===== src/rtl/bcd_serial_addsub.sv =====
// rtl/bcd_serial_addsub.sv - digit-serial packed-BCD adder/subtractor with sign-magnitude result
module bcd_serial_addsub #(
    parameter int DIGITS = 4
) (
    input  logic                clk,
    input  logic                rst_n,
    input  logic                start,
    input  logic                op_sub,
    input  logic [4*DIGITS-1:0] a,
    input  logic [4*DIGITS-1:0] b,
    output logic                busy,
    output logic                done,
    output logic [4*DIGITS-1:0] result,
    output logic                carry_out,
    output logic                negative,
    output logic                err
);
    localparam int W  = 4 * DIGITS;
    localparam int IW = (DIGITS > 1) ? $clog2(DIGITS) : 1;

    typedef enum logic [1:0] {IDLE, PASS1, PASS2, DONE} state_t;

    state_t          state_q;
    logic [IW-1:0]   idx_q;
    logic            carry_q;
    logic            sub_q;
    logic [W-1:0]    a_q;
    logic [W-1:0]    b_q;
    logic [W-1:0]    result_q;
    logic            carry_out_q;
    logic            negative_q;
    logic            err_q;

    logic [3:0]      a_dig;
    logic [3:0]      b_dig;
    logic [3:0]      r_dig;
    logic [3:0]      opnd_x;
    logic [3:0]      opnd_y;
    logic [4:0]      sum;
    logic [4:0]      sum_corr;
    logic [3:0]      dig_d;
    logic            carry_d;
    logic            last_dig;

    function automatic logic has_bad_digit(input logic [W-1:0] v);
        logic bad;
        bad = 1'b0;
        for (int i = 0; i < DIGITS; i++) begin
            if (v[4*i +: 4] > 4'd9) bad = 1'b1;
        end
        return bad;
    endfunction

    always_comb begin
        a_dig = 4'd0;
        b_dig = 4'd0;
        r_dig = 4'd0;
        for (int i = 0; i < DIGITS; i++) begin
            if (idx_q == IW'(i)) begin
                a_dig = a_q[4*i +: 4];
                b_dig = b_q[4*i +: 4];
                r_dig = result_q[4*i +: 4];
            end
        end
    end

    // PASS2 forms the ten's complement of the PASS1 digits: (9 - r) plus the running carry.
    always_comb begin
        opnd_x = 4'd0;
        opnd_y = 4'd0;
        if (state_q == PASS2) begin
            opnd_x = 4'd9 - r_dig;
        end else begin
            opnd_x = a_dig;
            opnd_y = sub_q ? (4'd9 - b_dig) : b_dig;
        end
        sum      = {1'b0, opnd_x} + {1'b0, opnd_y} + {4'd0, carry_q};
        sum_corr = sum + 5'd6;
        carry_d  = (sum > 5'd9);
        dig_d    = carry_d ? sum_corr[3:0] : sum[3:0];
        last_dig = (idx_q == IW'(DIGITS - 1));
    end

    always_ff @(posedge clk or negedge rst_n) begin
        if (!rst_n) begin
            state_q     <= IDLE;
            idx_q       <= '0;
            carry_q     <= 1'b0;
            sub_q       <= 1'b0;
            a_q         <= '0;
            b_q         <= '0;
            result_q    <= '0;
            carry_out_q <= 1'b0;
            negative_q  <= 1'b0;
            err_q       <= 1'b0;
        end else begin
            case (state_q)
                IDLE, DONE: begin
                    if (start) begin
                        a_q         <= a;
                        b_q         <= b;
                        sub_q       <= op_sub;
                        idx_q       <= '0;
                        carry_q     <= op_sub;
                        result_q    <= '0;
                        carry_out_q <= 1'b0;
                        negative_q  <= 1'b0;
                        if (has_bad_digit(a) || has_bad_digit(b)) begin
                            err_q   <= 1'b1;
                            state_q <= DONE;
                        end else begin
                            err_q   <= 1'b0;
                            state_q <= PASS1;
                        end
                    end else begin
                        state_q <= IDLE;
                    end
                end
                PASS1: begin
                    for (int i = 0; i < DIGITS; i++) begin
                        if (idx_q == IW'(i)) result_q[4*i +: 4] <= dig_d;
                    end
                    carry_q <= carry_d;
                    idx_q   <= idx_q + 1'b1;
                    if (last_dig) begin
                        if (!sub_q) begin
                            carry_out_q <= carry_d;
                            state_q     <= DONE;
                        end else if (carry_d) begin
                            state_q <= DONE;
                        end else begin
                            negative_q <= 1'b1;
                            idx_q      <= '0;
                            carry_q    <= 1'b1;
                            state_q    <= PASS2;
                        end
                    end
                end
                PASS2: begin
                    for (int i = 0; i < DIGITS; i++) begin
                        if (idx_q == IW'(i)) result_q[4*i +: 4] <= dig_d;
                    end
                    carry_q <= carry_d;
                    idx_q   <= idx_q + 1'b1;
                    if (last_dig) state_q <= DONE;
                end
                default: state_q <= IDLE;
            endcase
        end
    end

    assign busy      = (state_q == PASS1) || (state_q == PASS2);
    assign done      = (state_q == DONE);
    assign result    = result_q;
    assign carry_out = carry_out_q;
    assign negative  = negative_q;
    assign err       = err_q;
endmodule

===== config.mk =====
export PLATFORM = sky130hd
export DESIGN_NAME = bcd_serial_addsub
export DESIGN_NICKNAME = d
export VERILOG_FILES = /design/src/rtl/bcd_serial_addsub.sv
export SDC_FILE = /design/constraint.sdc
export NUM_CORES = 1
export LEC_CHECK = 0
export CAP_MARGIN = 20
export CELL_PAD_IN_SITES_DETAIL_PLACEMENT = 1
export CELL_PAD_IN_SITES_GLOBAL_PLACEMENT = 2
export CORE_MARGIN = 3
export CORE_UTILIZATION = 35
export DETAILED_ROUTE_END_ITERATION = 7
export PLACE_DENSITY = 0.82
export SYNTH_ARGS = -nofsm -noshare
export SYNTH_HDL_FRONTEND = slang
export SYNTH_SLANG_ARGS = --single-unit

===== constraint.sdc =====
create_clock -name clk -period 7.3 [get_ports clk]
set_input_delay 1.46 -clock clk [delete_from_list [all_inputs] [get_ports clk]]
set_output_delay 1.46 -clock clk [all_outputs]
set_load 0.03 [all_outputs]

Word-level counts from Yosys, hierarchy flattened
Cells that the tools add are included.
Widths: inputs -> output; s select.
{"block": "op_classes", "add_sub_neg": 6, "n_lt_le_gt_ge": 9, "n_eq_ne": 16, "muxes": 59, "n_reduce_logical": 15}
{"operator": "$mux 4", "n": 20}
{"operator": "$gt 4x4->1 const B", "n": 8}
{"operator": "$pmux 16 s2", "n": 1}
{"operator": "$mux 1", "n": 24}
{"operator": "$mux 16", "n": 1}
{"operator": "$mux 2", "n": 8}
{"operator": "$ne 2x2->1 const B", "n": 6}
{"operator": "$pmux 2 s3", "n": 2}
{"operator": "$reduce_and 2->1", "n": 6}
{"operator": "$eq 2x2->1 const B", "n": 4}
{"operator": "$ne 2x1->1 const B", "n": 4}
{"operator": "$sub 4x4->4 const A", "n": 2}
{"operator": "$add 4x4->5", "n": 1}
{"operator": "$add 5x1->5", "n": 1}
{"operator": "$gt 5x4->1 const B", "n": 1}
{"operator": "$reduce_and 5->1", "n": 1}
{"operator": "$add 4x3->4 const B", "n": 1}
{"operator": "$eq 2x1->1 const B", "n": 2}
{"operator": "$logic_not 2->1", "n": 2}
{"operator": "$pmux 1 s2", "n": 2}
{"operator": "$reduce_and 4->1", "n": 1}
{"operator": "$reduce_or 2->1", "n": 2}
{"operator": "$pmux 1 s3", "n": 1}
{"operator": "$add 2x1->2 const B", "n": 1}
{"operator": "2 further kinds", "n": 3}
{"block": "word_totals", "ff_bits": 57, "inputBits": 36, "output_inout_bits": 21}

Depth between registers and ports, before layout
Gate-level depths: netlist (run 1).
{"block": "logic_depth", "depth_word": 15, "mapped_depth": 18, "depth_no_buf": 17}

Worst setup path after synthesis (run 1)
No wires, ideal clock.
{"block": "synth_path", "path_kind": "register to register", "start": "register idx_q[0]", "end": "register result_q[10], in the netlist result[10]", "setup_time_ns": 0.074, "arrival_ns": 3.465, "required_time_ns": 7.226, "slack_ns": 3.760, "path_stages_with_launch": 16, "path_buffers": 2, "period_less_slack_ns": 3.540, "path_cell_list": "dfrtp_1 > inv_1 > ha_1 > buf_2 > clkbuf_1 > o21ai_0 > mux4_2 > fa_1 > inv_1 > fa_1 > inv_1 > and2_2 > inv_1 > a21boi_4 > mux2_4 > o21ai_2"}
{"block": "synth_via", "elab_chain_cells": 14}
{"element": "start, declared", "line": "24", "source": "logic [IW-1:0] idx_q;"}
{"element": "start signal, assigned", "line": "124", "source": "idx_q <= idx_q + 1'b1;"}
{"element": "start signal, assigned", "line": "144", "source": "idx_q <= idx_q + 1'b1;"}
{"element": "$logic_not 2->1", "line": "59", "source": "if (idx_q == IW'(i)) begin"}
{"element": "$mux 4 (4 in a row)", "line": "59"}
{"element": "$sub 4x4->4", "line": "75", "source": "opnd_y = sub_q ? (4'd9 - b_dig) : b_dig;"}
{"element": "$mux 4", "line": "75"}
{"element": "$mux 4", "line": "71", "source": "if (state_q == PASS2) begin"}
{"element": "$add 4x4->5", "line": "77", "source": "sum = {1'b0, opnd_x} + {1'b0, opnd_y} + {4'd0, carry_q};"}
{"element": "$add 5x1->5", "line": "77"}
{"element": "$add 4x3->4 or $gt 5x4->1 (tied branches)", "line": "78, 79"}
{"element": "$mux 4", "line": "80", "source": "dig_d = carry_d ? sum_corr[3:0] : sum[3:0];"}
{"element": "$mux 4", "line": "121, 141"}
{"element": "$pmux 16 s2", "line": "97", "source": "case (state_q)"}
{"element": "end signal, assigned by index", "line": "121", "source": "if (idx_q == IW'(i)) result_q[4*i +: 4] <= dig_d;"}
{"element": "end signal, assigned by index", "line": "141", "source": "if (idx_q == IW'(i)) result_q[4*i +: 4] <= dig_d;"}
{"element": "end, declared", "line": "29", "source": "logic [W-1:0] result_q;"}
Parallel ways exist; a longest one is shown, timed or not. The select of a mux whose other input is x is not followed.
A chain may end at the register's enable or synchronous reset.

Final worst setup path (run 1)
{"block": "layout_path", "start": "register idx_q[1]", "end": "register result_q[10], in the netlist result[10]"}
The elaborated chain is that of the path after synthesis.

==> qor.yml, run 1 <==
die:
  die_w_um: 101
  core_area_um2: 8460
  ioPinCount: 57
  start_util: 0.370
  rows: 33
  die_h_um: 101
  die_area_um2: 10100
clocking:
  ctsHoldBuffers: 0
  cts_buffers: 9
  clockBufferDepth: 2
  root_buffer: "clkbuf_8"
  post_cts_buffers: 0
  worstSkewPairLatency_ps: 340
  htreeDepth: 3
  cts.sinks: 57
  cts_tree: "built"
  ctsResizeCount: 0
  clk_pin_slew_ps: 70
sta:
  finalHoldViolCount: 0
  rsz0062_at_grt: "false"
  finalCritPeriodShare: 0.592
  max_slew.worst_pin.slew_ps: 945
  max_slew_margin: 0.370
  drv_slew: 0
  fin_crit_ps: 4320
  report.final.setup_viol: 0
  hold_ws_ps: 494
  setup_tns_ps: 0
  timing.fmax_mhz: 232
  skew_ps: 4.14
min_path:
  hold_path_class: "reg2reg"
  min_to: "err"
  holdCritStartpoint: "err"
  hold_depth: 2
layout:
  num_antenna_cells: 0
  final_nets: 414
  drive_above_1_share: 0.177
  fillers: 947
  area_delta_synth_final_pct: 28.5
critical_path:
  criticalPathCategory: "reg2reg"
  required_ps: 7560
  r2r_start: "idx_q[1]"
  ff2ff_setup_slack_ps: 2980
  endpoint_kind: "flop"
  rr_worst_depth: 15
  cp_data_arrival_time_ps: 4580
  cp-start-kind: "flop"
  r2r_end: "result[10]"
  cp_max_fo: 23
global_routing:
  grt_pass1_vias: 2765
  use_met1: 0.223
  grt_max_degree: 58
  grt_usage: 0.178
  gr-total-overflow: 0
  top_usage_layer: "met2"
  antenna_found_initial: 0
  grt_pass1_wl_mm: 14.1
  met2_usage: 0.310
  met3_usage: 0.0339
routing:
  wl_per_cell_um: 17.9
  drt_iter0_drc: 52
  vias: 2531
  drc: 0
  ant_nets: 0
  viasPerCell: 5.35
  dr.pass1.iters: 4
  drt_wl_total_mm: 8.45
synth:
  synthFlopType: "dfrtp_1"
  syn_area_um2: 3130
  synth.top_cell.area_share: 0.456
  ys_top_cells_by_area: "dfrtp_1 46%, mux2_2 12%, o21ai_0 6.2%, ha_1 5.2%, a21oi_1 3.7%"
  syn-num-nets: 362
  synth-edff-count: 0
  ys_seq_area_frac: 0.456
  yosys_warnings: 0
  yosysTopAreaCell: "dfrtp_1"
  synthArstFlopShare: 1.00
  synthCells: 311
  avgSynthCellArea_um2: 10.1
  ys_types: 39
  synth_seq_cells: 57
job:
  drv_cap: 0
place:
  globalplace.congestion: 0.757
  hpwl_mm: 6.12
  portBuffers: 56
outcome:
  status: "finished clean"
[worst max-delay path, cell delays in order, from the launching register on]
cell and delay [ps]:
dfrtp_1 420, inv_1 90, ha_1 670, nor2b_1 230, a22oi_1 180, o21ai_0 100, mux4_2 530, fa_1 430
inv_1 90, fa_1 410, inv_1 110, and2_2 180, inv_1 60, a21boi_4 240, mux2_4 370, o21ai_2 120
[layout by cell type, fill, tap and decap left out, types with 2 or more instances in the layout]
cell	count
mux2_2	33
a21oi_1	23
o21ai_2	4
nor2_1	15
fa_1	2
clkdlybuf4s50_1	55
o21ai_0	39
dfrtp_1	57
a22oi_1	8
nor2b_1	3
nand3_1	12
bufinv_16	3
nand2_1	26
xnor2_1	4
clkbuf_8	10
o31ai_1	3
nor3_1	6
ha_1	13
nand2b_1	2
inv_1	18
nand4_1	2
a221oi_1	3
mux2i_1	3
clkinv_2	3
[registers in the layout, indices dropped and copies added, names as in the netlist]
signal,count
result,16
carry_q,1
idx_q,2
a_q,16
state_q,2
b_q,16
sub_q,1
err,1
carry_out,1
negative,1
[synthesized netlist by cell type, types with 2 or more instances]
library cell,n
o21ai_2,4
nand2_1,27
nand4_1,2
a22oi_1,8
clkbuf_1,15
ha_1,13
fa_1,2
dfrtp_1,57
a221oi_1,3
mux2i_1,3
a21oi_1,23
nor2b_1,3
buf_2,2
mux2_2,33
o31ai_1,3
nor3_1,6
nor2_1,15
nand2b_1,2
inv_1,18
o21ai_0,39
xnor2_1,4
nand3_1,12
[metal layers]
layer / routed length [µm] / vias up
met1: 3910 / 1264
met4: 121 / 0
met5: 0 / -
met2: 4150 / 51
met3: 272 / 13
li1: - / 1203
[how the worst max path moves through the flow]
stage	startpoint	endpoint	slack, ps	cells past startpoint
2_1_floorplan	idx_q[0]	result[10]	3760	15
3_3_place_gp	idx_q[1]	result[6]	3220	15
3_5_place_dp	idx_q[1]	result[2]	2990	15
4_1_cts	idx_q[1]	result[10]	2960	15
5_1_grt	idx_q[1]	result[1]	2640	17
6_report	idx_q[1]	result[10]	2980	15
[cell families after synthesis]
logic type,count (synthesis),synth area share
flip-flops,57,0.456
multiplexers,38,0.140
XOR/XNOR,6,0.0216
adder cells (fa/ha/maj),15,0.0648
buffers and inverters,36,0.0440
AO/OA/AOI/OAI,89,0.173
AND/OR/NAND/NOR,70,0.101
[metrics by stage]
step / setup WS [ps] / std cells / area (µm²) / utilization
3_5_place_dp: 2990 / 456 / 3760 / 0.444
3_3_place_gp: 3220 / 456 / 3760 / 0.444
2_1_floorplan: 3760 / 311 / 3130 / -
5_1_grt: 2640 / 473 / 4020 / 0.475
6_report: 2980 / 473 / 4020 / 0.475
4_1_cts: 2960 / 472 / 4000 / 0.473
[area by class of cell]
| class | instances | area, µm² | share of cell area |
|---|---|---|---|
| clock inverters | 6 | 105 | 0.0261 |
| well taps | 105 | 131 | 0.0327 |
| clock buffers | 10 | 138 | 0.0342 |
| inverters | 19 | 71.3 | 0.0177 |
| flip-flops and latches | 57 | 1430 | 0.355 |
| multi-input cells | 218 | 1570 | 0.390 |
| repair buffers | 58 | 583 | 0.145 |
Power of run 1 is left out: the tool's default activity adds up to more than one toggle a clock period on the data nets, which glitch-free logic cannot reach.
==> inputs of run 2 (changes only) <==
--- a/config.mk
+++ b/config.mk
@@ -9,9 +9,9 @@
 export CELL_PAD_IN_SITES_DETAIL_PLACEMENT = 1
 export CELL_PAD_IN_SITES_GLOBAL_PLACEMENT = 2
 export CORE_MARGIN = 3
-export CORE_UTILIZATION = 35
+export CORE_UTILIZATION = 30
 export DETAILED_ROUTE_END_ITERATION = 7
-export PLACE_DENSITY = 0.82
+export PLACE_DENSITY = 0.75
 export SYNTH_ARGS = -nofsm -noshare
 export SYNTH_HDL_FRONTEND = slang
 export SYNTH_SLANG_ARGS = --single-unit
==> constraint.sdc (replaced) <==
create_clock -name clk -period 3.7 [get_ports clk]
set_input_delay 0.74 -clock clk [delete_from_list [all_inputs] [get_ports clk]]
set_output_delay 0.74 -clock clk [all_outputs]
set_load 0.03 [all_outputs]
==> run 2 against run 1 <==
- sequential share of layout area is 2.7 points lower
- first-iteration DRC count is 130% higher
- clock skew is 3.1 ps higher
- global-route usage is 2.4 points lower
- critical endpoint is now result[6]
- register-to-register slack worse by 2800 ps
- worst setup slack worse by 2800 ps
==> qor.yml, run 2 (synthesis results as in run 1) <==
outcome:
  status: "finished clean"
global_routing:
  grt_max_degree: 50
  grt_pass1_wl_mm: 14.1
  antenna_found_initial: 0
  grt_usage: 0.155
  grt_pass1_vias: 2696
  gr-total-overflow: 0
place:
  globalplace.congestion: 0.781
  hpwl_mm: 6.07
  place_area_um2: 3860
  portBuffers: 56
routing:
  vias: 2607
  wl_met1_mm: 4.20
  met2_length_mm: 4.22
  viasPerCell: 5.03
  drt_iter0_drc: 120
  routed.top_layer: "met4"
  drc: 0
  drt_wl_total_mm: 8.90
  dr.pass1.iters: 4
  ant_nets: 0
  met3_length_um: 328
  wl_per_cell_um: 17.2
layout:
  final_common_cell: "dfrtp_1"
  area_delta_synth_final_pct: 39.3
  num_antenna_cells: 0
  drive_above_1_share: 0.262
  design_area_um2: 4360
  final_nets: 431
  mostFrequentLayoutCells: "56 x dfrtp_1, 55 x clkdlybuf4s50_1, 39 x o21ai_0"
  fillers: 1090
critical_path:
  cp_data_arrival_time_ps: 3800
  required_ps: 3970
  endpoint_kind: "flop"
  criticalPathCategory: "reg2reg"
  cp_max_fo: 23
  cp-start-kind: "flop"
clocking:
  cts_tree: "built"
  cts.sinks: 57
  cts_buffers: 9
  root_buffer: "clkbuf_8"
  htreeDepth: 3
  clockBufferDepth: 2
  worstSkewPairLatency_ps: 340
  clk_pin_slew_ps: 70
sta:
  finalHoldViolCount: 0
  rsz0062_at_grt: "true"
  finalCritPeriodShare: 0.953
  skew_ps: 7.28
  timing.fmax_mhz: 283
  max_slew.worst_pin.slew_ps: 686
  drv_slew: 0
  report.final.setup_viol: 0
  fin_crit_ps: 3530
  max_slew_margin: 0.543
die:
  core_area_um2: 9950
  ioPinCount: 57
  start_util: 0.314
  die_w_um: 108
  rows: 36
  die_area_um2: 11700
  die_h_um: 108
job:
  drv_cap: 0
min_path:
  hold_path_class: "in2async"
==> run 2: final timing paths <==
kind,from,to,slack [ps],cells after the start
max reg2reg,idx_q[1],result[6],170,17
max,idx_q[1],result[6],170,17
min,rst_n,b_q[7],440,1
min in group clk,err,err,480,2
min reg2reg,err,err,480,2
max in group asynchronous,rst_n,idx_q[0],2390,2
==> run 2: what timing repair did <==
action | in CTS | in global routing
buffers inserted | 0 | 8
setup endpoints to repair | 13 | 18
gates cloned | 0 | 2
resized for setup | 2 | 30
hold buffers | 0 | 0
pin swaps | 0 | 13
==> run 2: layout make-up <==
type | instances | area [µm²] | area share
well taps | 133 | 166 | 0.0382
repair buffers | 75 | 782 | 0.179
flip-flops and latches | 57 | 1430 | 0.327
multi-input cells | 218 | 1670 | 0.382
clock inverters | 5 | 103 | 0.0235
inverters | 19 | 73.8 | 0.0169
clock buffers | 11 | 141 | 0.0324
==> run 2: critical path, cell delays in order, from the launching register on <==
cell and delay (ps):
dfrtp_1 410, buf_4 150, buf_4 120, ha_1 200, buf_6 190, nor3_1 200
a21oi_1 80, xnor2_1 150, nand2b_1 100, fa_2 380, inv_2 70, fa_1 400
inv_1 80, and2_4 150, inv_1 60, a21boi_4 230, mux2_4 360, o21ai_2 120
==> run 2: metrics by stage <==
stage	util	hold WS (ps)	instances	setup TNS, ps	worst slack, ps
after floorplan	-	444	311	0	160
after global placement	0.388	470	491	0	75.7
after detailed placement	0.388	474	491	-1130	-126
after CTS	0.413	451	507	0	1.63
after global routing	0.438	483	518	-208	-54.5
final	0.438	437	518	0	172
==> run 2: metal layers <==
| layer | up-vias | GRT usage |
|---|---|---|
| li1 | 1240 | - |
| met1 | 1300 | 0.217 |
| met2 | 54 | 0.239 |
| met3 | 13 | 0.0263 |
| met4 | 0 | 0.0586 |
| met5 | - | 0 |
Power of run 2 is left out for the same reason.
